--- src/rtl/fb_pkg.sv ---
// rtl/fb_pkg.sv - shared framebuffer geometry, coordinate widths and draw-engine state type
package fb_pkg;

    // Visible framebuffer geometry (320x200, 8 bits per pixel).
    localparam int FB_WIDTH  = 320;
    localparam int FB_HEIGHT = 200;

    // Coordinate and pixel widths used by every framebuffer client.
    localparam int X_W   = 9;
    localparam int Y_W   = 8;
    localparam int PIX_W = 8;

    typedef enum logic [1:0] {
        IDLE = 2'd0,
        CLIP = 2'd1,
        FILL = 2'd2,
        DONE = 2'd3
    } fill_state_t;

endpackage

--- src/rtl/rect_fill.sv ---
// rtl/rect_fill.sv - rectangle fill engine clipping commands to the screen and emitting raster-order pixel writes
//
// Ports:
//   clk, reset                    system clock, synchronous active-high reset
//   cmd_valid / cmd_ready         command handshake (ready only while idle)
//   cmd_x, cmd_y, cmd_w, cmd_h    rectangle origin and size, unsigned
//   cmd_color                     fill value
//   write_enable, write_x,
//   write_y, write_data           one pixel write per clock to the framebuffer
//   busy                          a command is in progress
//   done                          one-cycle pulse when a command completes
module rect_fill
    import fb_pkg::*;
#(
    parameter int FB_WIDTH  = fb_pkg::FB_WIDTH,
    parameter int FB_HEIGHT = fb_pkg::FB_HEIGHT
) (
    input  logic             clk,
    input  logic             reset,
    input  logic             cmd_valid,
    output logic             cmd_ready,
    input  logic [X_W-1:0]   cmd_x,
    input  logic [Y_W-1:0]   cmd_y,
    input  logic [X_W-1:0]   cmd_w,
    input  logic [Y_W-1:0]   cmd_h,
    input  logic [PIX_W-1:0] cmd_color,
    output logic             write_enable,
    output logic [X_W-1:0]   write_x,
    output logic [Y_W-1:0]   write_y,
    output logic [PIX_W-1:0] write_data,
    output logic             busy,
    output logic             done
);

    localparam logic [X_W:0] X_LIM = (X_W+1)'(FB_WIDTH);
    localparam logic [Y_W:0] Y_LIM = (Y_W+1)'(FB_HEIGHT);

    fill_state_t      state;

    // Command fields captured at acceptance; later cmd_* activity is ignored.
    logic [X_W-1:0]   lat_x;
    logic [Y_W-1:0]   lat_y;
    logic [X_W-1:0]   lat_w;
    logic [Y_W-1:0]   lat_h;
    logic [PIX_W-1:0] color;

    logic [X_W-1:0]   cur_x;
    logic [Y_W-1:0]   cur_y;
    logic [X_W-1:0]   x_end;
    logic [Y_W-1:0]   y_end;

    // Clip arithmetic, used only in CLIP. Sums carry one extra bit so
    // cmd_x+cmd_w and cmd_y+cmd_h cannot wrap.
    logic [X_W:0]     x_sum;
    logic [Y_W:0]     y_sum;
    logic [X_W:0]     x_lim_sum;
    logic [Y_W:0]     y_lim_sum;
    logic [X_W:0]     x_last;
    logic [Y_W:0]     y_last;
    logic             empty;

    always_comb begin
        x_sum     = {1'b0, lat_x} + {1'b0, lat_w};
        y_sum     = {1'b0, lat_y} + {1'b0, lat_h};
        x_lim_sum = (x_sum > X_LIM) ? X_LIM : x_sum;
        y_lim_sum = (y_sum > Y_LIM) ? Y_LIM : y_sum;
        x_last    = x_lim_sum - (X_W+1)'(1);
        y_last    = y_lim_sum - (Y_W+1)'(1);
        // An empty rectangle never reaches FILL, so the -1 above only
        // matters for commands with at least one on-screen pixel.
        empty     = (lat_w == '0) || (lat_h == '0) ||
                    ({1'b0, lat_x} >= X_LIM) || ({1'b0, lat_y} >= Y_LIM);
    end

    always_ff @(posedge clk) begin
        if (reset) begin
            state <= IDLE;
            lat_x <= '0;
            lat_y <= '0;
            lat_w <= '0;
            lat_h <= '0;
            color <= '0;
            cur_x <= '0;
            cur_y <= '0;
            x_end <= '0;
            y_end <= '0;
        end else begin
            case (state)
                IDLE: begin
                    if (cmd_valid) begin
                        lat_x <= cmd_x;
                        lat_y <= cmd_y;
                        lat_w <= cmd_w;
                        lat_h <= cmd_h;
                        color <= cmd_color;
                        state <= CLIP;
                    end
                end
                CLIP: begin
                    x_end <= x_last[X_W-1:0];
                    y_end <= y_last[Y_W-1:0];
                    if (empty) begin
                        state <= DONE;
                    end else begin
                        cur_x <= lat_x;
                        cur_y <= lat_y;
                        state <= FILL;
                    end
                end
                FILL: begin
                    if (cur_x == x_end) begin
                        if (cur_y == y_end) begin
                            state <= DONE;
                        end else begin
                            cur_x <= lat_x;
                            cur_y <= cur_y + 1'b1;
                        end
                    end else begin
                        cur_x <= cur_x + 1'b1;
                    end
                end
                DONE: begin
                    state <= IDLE;
                end
                default: begin
                    state <= IDLE;
                end
            endcase
        end
    end

    // Every output comes from registers only: either decoded state or the
    // raster position / latched color.
    always_comb begin
        cmd_ready    = (state == IDLE);
        busy         = (state != IDLE);
        done         = (state == DONE);
        write_enable = (state == FILL);
        write_x      = cur_x;
        write_y      = cur_y;
        write_data   = color;
    end

endmodule

--- config.mk ---
export PLATFORM = sky130hd
export DESIGN_NAME = rect_fill
export DESIGN_NICKNAME = d
export VERILOG_FILES = /design/src/rtl/fb_pkg.sv /design/src/rtl/rect_fill.sv
export SDC_FILE = /design/constraint.sdc
export NUM_CORES = 1
export LEC_CHECK = 0
export ABC_AREA = 0
export BUFFER_PORTS_ARGS = -buffer_cell sky130_fd_sc_hd__clkbuf_2
export CAP_MARGIN = 0
export CORE_MARGIN = 1.5
export CORE_UTILIZATION = 40
export CTS_BUF_LIST = sky130_fd_sc_hd__clkbuf_4 sky130_fd_sc_hd__clkbuf_8
export DETAILED_ROUTE_END_ITERATION = 8
export PLACE_DENSITY = 0.67
export SYNTH_ARGS = -nofsm -noshare
export SYNTH_HDL_FRONTEND = slang
export SYNTH_SLANG_ARGS = --single-unit
--- constraint.sdc ---
create_clock -name clk -period 7.1 [get_ports clk]
set_input_delay 1.42 -clock clk [delete_from_list [all_inputs] [get_ports clk]]
set_output_delay 1.42 -clock clk [all_outputs]
set_load 0.005 [all_outputs]
Word-level counts from Yosys, hierarchy flattened
Cells that the tools add are included.
- $add $sub $neg: 6
- $lt $le $gt $ge: 4
- eq/ne operators: 11
- multiplexer cells: 15
- reduce and logical (&&, ||, !) cells: 12
- operators with widths (operator ; number):
    9-bit 2-to-1 mux ; 4
    8-bit 2-to-1 mux ; 4
    9-bit case mux with 2 select lines ; 1
    8-bit case mux with 2 select lines ; 1
    9-bit by 9-bit adder with 10-bit output ; 1
    10-bit by 9-bit > comparator with 1-bit output, second input constant ; 1
    8-bit by 8-bit adder with 9-bit output ; 1
    9-bit by 1-bit adder with 9-bit output, second input constant ; 1
    9-bit equality test ; 1
    9-bit >= comparator, second input constant ; 1
    9-bit by 8-bit > comparator with 1-bit output, second input constant ; 1
    9-bit logical NOT ; 1
    9-bit by 1-bit subtractor with 9-bit output, second input constant ; 1
    8-bit by 1-bit adder with 8-bit output, second input constant ; 1
    8-bit equality test ; 1
    8-bit >= comparator, second input constant ; 1
    8-bit logical NOT ; 1
    2-bit case mux with 4 select lines ; 1
    8-bit by 1-bit subtractor with 8-bit output, second input constant ; 1
    2-bit 2-to-1 mux ; 3
    2-bit != test, second input constant ; 3
    3-bit AND reduction ; 2
    2-bit equality test, second input constant ; 2
    2-bit by 1-bit != test with 1-bit output, second input constant ; 2
    8 further kinds ; 11
- flip-flop bits (word level): 78
- output and inout bits: 29

Longest topological paths before layout
Gate-level depths: netlist of run 1.
- depth after elaboration: 6
- depth in mapped cells: 16
- gate-level depth less buffers: 16

Worst setup path before layout of run 1
OpenSTA, ideal clock, no wires.
- path kind: register to register
- from: reg lat_x[0]
- to: reg x_end[4]
- setup time: 0.100 ns
- data arrival time: 3.147 ns
- data required time: 7.000 ns
- path slack: 3.853 ns
- cell stages (with the launch flop): 16
- cell sequence: dfxtp_1 > ha_1 > inv_1 > fa_1 > xnor2_1 > nor3b_1 > o21ai_0 > nor3_2 > o21ai_2 > a21boi_4 > or2b_1 > ha_1 > nand2_1 > mux2i_1 > and3_4 > a2111oi_4
- longest elaborated chain between the ends: 4
- ends and longest elaborated chain (item ; line ; text):
    start: declaration ; rect_fill.sv:41 ; logic [X_W-1:0] lat_x;
    start signal: assignment ; rect_fill.sv:91 ; lat_x <= cmd_x;
    9-bit by 9-bit adder with 10-bit output * ; rect_fill.sv:63 ; x_sum = {1'b0, lat_x} + {1'b0, lat_w};
    10-bit by 9-bit > comparator with 1-bit output ; rect_fill.sv:65 ; x_lim_sum = (x_sum > X_LIM) ? X_LIM : x_sum;
    9-bit 2-to-1 mux * ; rect_fill.sv:65 ;
    9-bit by 1-bit subtractor with 9-bit output * ; rect_fill.sv:67 ; x_last = x_lim_sum - (X_W+1)'(1);
    end signal: assignment ; rect_fill.sv:100 ; x_end <= x_last[X_W-1:0];
    end: declaration ; rect_fill.sv:49 ; logic [X_W-1:0] x_end;
Mark *: on every way between the ends. The rest lies on a longest branch, timed or not.
A chain may end at the register's enable or synchronous reset.

Worst setup path after layout of run 1
Same ends and word-level chain as after synthesis.

==> flow_summary.ini, run 1 <==
[detailed_routing]
num_vias = 4162
vias_per_cell = 5.25
drtAntennaViolNets = 0
drc = 0
dr.first_iter.drc_count = 185
routed_wl_um = 11000
drt_pass1_iterations = 4
routedWlPerCell_um = 13.9

[outcome]
status = completed

[worst_setup_path]
crit_required_ns = 7.37
crit_path_frequent_cell = ha_1
timing.critical_path.buf_inv = 1
cpLargestDelayFamily = simple AND/OR/NAND/NOR gates
cp_cell_sequence = ha_1 -> inv_1 -> fa_1 -> xnor2_1 -> nor3b_1 -> o21ai_0 -> nor3_2 -> o21ai_2 -> a21boi_4 -> or2b_1 -> ha_1 -> nand2_1 -> mux2i_1 -> and3_4 -> a2111oi_4
reg2reg_depth = 15
cp_slowest_cell = fa_1
critPathMaxFanout = 9
cp.arrival_ns = 3.87
path_depth = 15
worstSetupPathType = reg2reg
end_kind = flop
crit_path_max_incr_delay_ns = 0.39
worstSetupStartpointType = flop

[synth]
synth_ff_type = dfxtp_1
yosys.area.top_type = dfxtp_1
syn-cell-area_sq_um = 4630
synth_nets = 655
synth-edff-count = 0
ys_ff_latch = 78
syn_area_per_cell_sq_um = 7.94
synth_seq_area_share_pct = 33.7
ys_top_cells_by_area = dfxtp_1 (34%), nand2_1 (8.8%), a21oi_1 (8.2%)
synth_cell_type_count = 64
yosysWarnings = 0
synth_top_cell_area_share_pct = 33.7
async_flop_share_pct = 0
synthCells = 583

[sta]
setup_slack_ns = 3.49
finalHoldViolCount = 0
skew_ns = 0.00833
tightest_slew_ns = 0.846
finalMaxSlewViolations = 0
final.setup.tns_ns = 0
fin_crit_ns = 3.61
rsz0062_at_grt = no
period_share_pct = 50.8
max_freq_mhz = 277
finalSetupViolCount = 0
relSlewSlack_pct = 43.6

[grt]
grt_pass1_wl_um = 18900
first_global_vias = 3957
grt_use_total_pct = 18.7
antenna_found_initial = 0
grt_max_degree = 80
overflow = 0

[layout]
final_util_pct = 46.8
final_cells = 793
n_antenna_cell = 0
final_common_cell = nand2_1
drive_gt1_share_pct = 19.1
syn2layout_area_growth_pct = 15.0
fin_area_sq_um = 5320
layout_common_cells = nand2_1 (108), dfxtp_1 (78), a21oi_1 (76)
fillCellCount = 1152
nNetsFinal = 717

[clock_network]
cts_setup_buffers = 0
cts.reportedPaths.clkPinSlew_ns = 0.09
cts_resized = 0
htreeDepth = 3
cts_tree = done
worstSkewPairLatency_ns = 0.36
cts_made_buffers = 9
clockBufferDepth = 2
cts_root_buffer = clkbuf_8
hold_buffers = 0
cts.sinks = 78

[die]
rows = 39
floorplan.initialDensity_pct = 40.7
ios = 74
die_w_um = 111
dieHeight_um = 111
dieArea_sq_um = 12200
fp.coreArea_sq_um = 11400

[placement]
numPortBuffers = 73
place.gp.congestion = 0.833
pre_cts_slack_ns = 3.50
dp_cells = 777
dpl_cell_area_sq_um = 5110
hpwl_um = 8060

[pwr]
power.leakage_nw = 2.19
power.density_nw_per_um2 = 366
peakVddDrop_v = 0.000236

[run]
drv_cap = 0

[min_path]
hold_path_class = reg2reg
hold_depth = 2
sequential cells by signal (all words and copies together) (netlist names):
signal / cells
write_x: 9
y_end: 8
lat_x: 9
lat_w: 9
state: 2
lat_y: 8
lat_h: 8
x_end: 9
write_y: 8
write_data: 8
layout make-up:
cell class              count  area [sq um]  area share [%]
multi-input cells         460          2900            54.5
flip-flops and latches     78          1560            29.3
repair buffers             78           403            7.57
well taps                 143           179            3.36
clock buffers              12           159            2.98
inverters                  18          67.6            1.27
clock inverters             4          55.1            1.03
worst paths after layout:
| check | start | to | slack, ns |
|---|---|---|---|
| setup reg to reg | lat_x[0] | x_end[4] | 3.49 |
| hold reg to reg | write_data[3] | write_data[3] | 0.46 |
| setup / recovery | lat_x[0] | x_end[4] | 3.49 |
| hold / removal | write_data[3] | write_data[3] | 0.46 |
report_power, final:
part | internal (mW) | total [mW] | switching [mW] | leakage, nW
clock | 0.187 | 0.356 | 0.169 | 0.106
combinational | 0.392 | 0.957 | 0.565 | 1.44
sequential | 0.539 | 0.636 | 0.0971 | 0.638
total | 1.12 | 1.95 | 0.831 | 2.19
routing by layer:
metal  up-vias  GRT usage, %  wire length, um
li1       2160             -                -
met1      1888          27.0             5710
met2       106          27.7             4620
met3         8          3.90              568
met4         0          6.41              127
met5         -             0                0
stage by stage:
step | power (mW) | hold WS, ns
after floorplan | 1.37 | 0.447
after global placement | 1.57 | 0.443
after detailed placement | 1.60 | 0.454
after CTS | 1.96 | 0.465
after global routing | 2.12 | 0.500
final | 1.95 | 0.461
cell usage after synthesis, types with 2 or more instances:
master and n:
a211o_1 2, a211oi_1 5, a21o_1 9, a21oi_1 76
a311oi_1 7, a31oi_1 4, and2_1 2, and3_1 5
and3_4 2, buf_2 3, clkbuf_1 24, dfxtp_1 78
fa_1 2, ha_1 25, inv_1 17, mux2i_1 8
nand2_1 108, nand2b_1 11, nand3_1 9, nand3b_1 3
nand4_1 3, nor2_1 47, nor2b_1 4, nor3_1 16
nor3_2 2, nor3b_1 6, nor4_1 4, o211ai_1 3
o21a_1 3, o21ai_0 16, o22ai_1 2, o32ai_1 3
or2_1 2, or2_2 4, or3_1 4, or3b_2 3
or4_1 3, xnor2_1 20, xor2_1 13
cell families (layout without fill, tap and decap cells):
group / after synthesis / after routing / synth area share (%)
AND/OR/NAND/NOR: 242 / 242 / 24.8
AO/OA/AOI/OAI: 149 / 149 / 21.8
buffers and inverters: 45 / 112 / 3.73
XOR/XNOR: 34 / 34 / 6.60
adder cells (fa/ha/maj): 27 / 27 / 7.62
multiplexers: 8 / 8 / 1.73
flip-flops: 78 / 78 / 33.7
worst min-delay path, stage by stage (launching register included):
cell and delay, ns:
dfxtp_1 0.31, nand2_1 0.05, a21oi_1 0.05
No activity file was read; power rests on OpenSTA's default activity.
==> run 2: changes to the inputs <==
==> constraint.sdc (replaced) <==
create_clock -name clk -period 3.7 [get_ports clk]
set_input_delay 0.74 -clock clk [delete_from_list [all_inputs] [get_ports clk]]
set_output_delay 0.74 -clock clk [all_outputs]
set_load 0.005 [all_outputs]
==> flow_summary.ini, run 2 (synthesis gave the netlist of run 1 again) <==
[outcome]
status = completed

[clock_network]
cts.sinks = 78
clockBufferDepth = 2
hold_buffers = 0
htreeDepth = 3
cts.reportedPaths.clkPinSlew_ns = 0.09
cts_root_buffer = clkbuf_8
cts_tree = done
cts_made_buffers = 9
worstSkewPairLatency_ns = 0.36

[worst_setup_path]
cpLargestDelayFamily = simple AND/OR/NAND/NOR gates
crit_path_frequent_cell = ha_1
cp_cell_sequence = ha_1 -> inv_1 -> fa_1 -> xnor2_1 -> nor3b_2 -> o21ai_1 -> nor3_2 -> o21ai_2 -> a21boi_4 -> or2b_1 -> ha_1 -> nand2_1 -> mux2i_1 -> and3_4 -> a2111oi_4
critPathMaxFanout = 6
cp.arrival_ns = 3.70
crit_required_ns = 3.97
worstSetupStartpointType = flop
worstSetupStartpoint = lat_x[0]
timing.critical_path.buf_inv = 1
cp_slowest_cell = fa_1
r2r-start = lat_x[0]
crit_path_max_incr_delay_ns = 0.38
worstSetupPathType = reg2reg
end_kind = flop

[sta]
period_share_pct = 92.7
finalHoldViolCount = 0
tightest_slew_ns = 1.02
fin_crit_ns = 3.43
finalSetupViolCount = 0
relSlewSlack_pct = 32.3
finalMaxSlewViolations = 0
max_freq_mhz = 292
skew_ns = 0.00935

[detailed_routing]
num_vias = 4195
drt_pass1_iterations = 6
vias_per_cell = 5.25
dr.first_iter.drc_count = 161
drtAntennaViolNets = 0
routedWlPerCell_um = 13.8
drc = 0
routed_wl_um = 11000

[grt]
grt_pass1_wl_um = 18700
first_global_vias = 3913
overflow = 0
grt_max_degree = 49
antenna_found_initial = 0
grt_use_total_pct = 18.6

[placement]
place.gp.congestion = 0.817
hpwl_um = 8150
numPortBuffers = 73
dpl_cell_area_sq_um = 5120

[die]
dieArea_sq_um = 12200
die_w_um = 111
fp.coreArea_sq_um = 11400
rows = 39
floorplan.initialDensity_pct = 40.7
dieHeight_um = 111
ios = 74

[pwr]
power.leakage_nw = 2.22
power.density_nw_per_um2 = 688
finalPower_mw = 3.68
peakVddDrop_v = 0.000353

[layout]
nNetsFinal = 723
final_common_cell = nand2_1
layout_common_cells = nand2_1 (108), dfxtp_1 (78), a21oi_1 (76)
fin_area_sq_um = 5350
syn2layout_area_growth_pct = 15.6
drive_gt1_share_pct = 20.1
fillCellCount = 1172
n_antenna_cell = 0

[min_path]
hold_path_class = reg2reg
worstHoldStart = write_data[0]

[run]
drv_cap = 0
[run 2: cell type report]
class | count | area, sq um | share of cell area, %
clock buffer | 10 | 138 | 2.57
clock inverter | 6 | 45.0 | 0.842
inverter | 18 | 67.6 | 1.26
multi-input combinational | 460 | 2910 | 54.4
sequential | 78 | 1560 | 29.2
tap | 143 | 179 | 3.34
timing repair buffer | 84 | 448 | 8.37
[run 2: timing repair]
item,4_1_cts,5_1_grt
resized for setup,0,3
setup buffers,0,4
setup endpoints to repair,0,4
[run 2: routing by layer]
metal / global-route usage (%) / wire [um] / vias to the layer above
li1: - / - / 2178
met4: 5.90 / 129 / 0
met3: 5.21 / 726 / 7
met1: 27.0 / 5700 / 1902
met2: 26.4 / 4450 / 108
met5: 0 / 0 / -
[run 2: worst paths after layout]
kind | depth (start not counted) | slack (ns) | endpoint
setup / recovery | 15 | 0.27 | x_end[4]
hold / removal | 2 | 0.46 | write_data[0]
setup reg to reg | 15 | 0.27 | x_end[4]
hold reg to reg | 2 | 0.46 | write_data[0]
[run 2: worst min-delay path, cell delays in order (launching register included)]
cell,delay [ns]
dfxtp_1,0.32
nand2_1,0.05
a21oi_1,0.05
[run 2: stage by stage]
stage          hold slack (ns)  util (%)  worst slack, ns  TNS [ns]  instances
3_3_place_gp             0.442      45.1            0.283         0        779
4_1_cts                  0.462      46.7            0.113         0        795
3_5_place_dp             0.450      45.1            0.132         0        779
5_1_grt                  0.480      47.1          -0.0297   -0.0297        799
6_report                 0.461      47.1            0.271         0        799
2_1_floorplan            0.447         -            0.453         0        583
[run 2: power breakdown]
part           total [mW]  leakage, nW  switching [mW]  internal (mW)
combinational        1.86         1.48            1.09          0.775
sequential           1.22        0.638           0.188           1.03
clock               0.600       0.0966           0.335          0.265
total                3.68         2.22            1.61           2.07
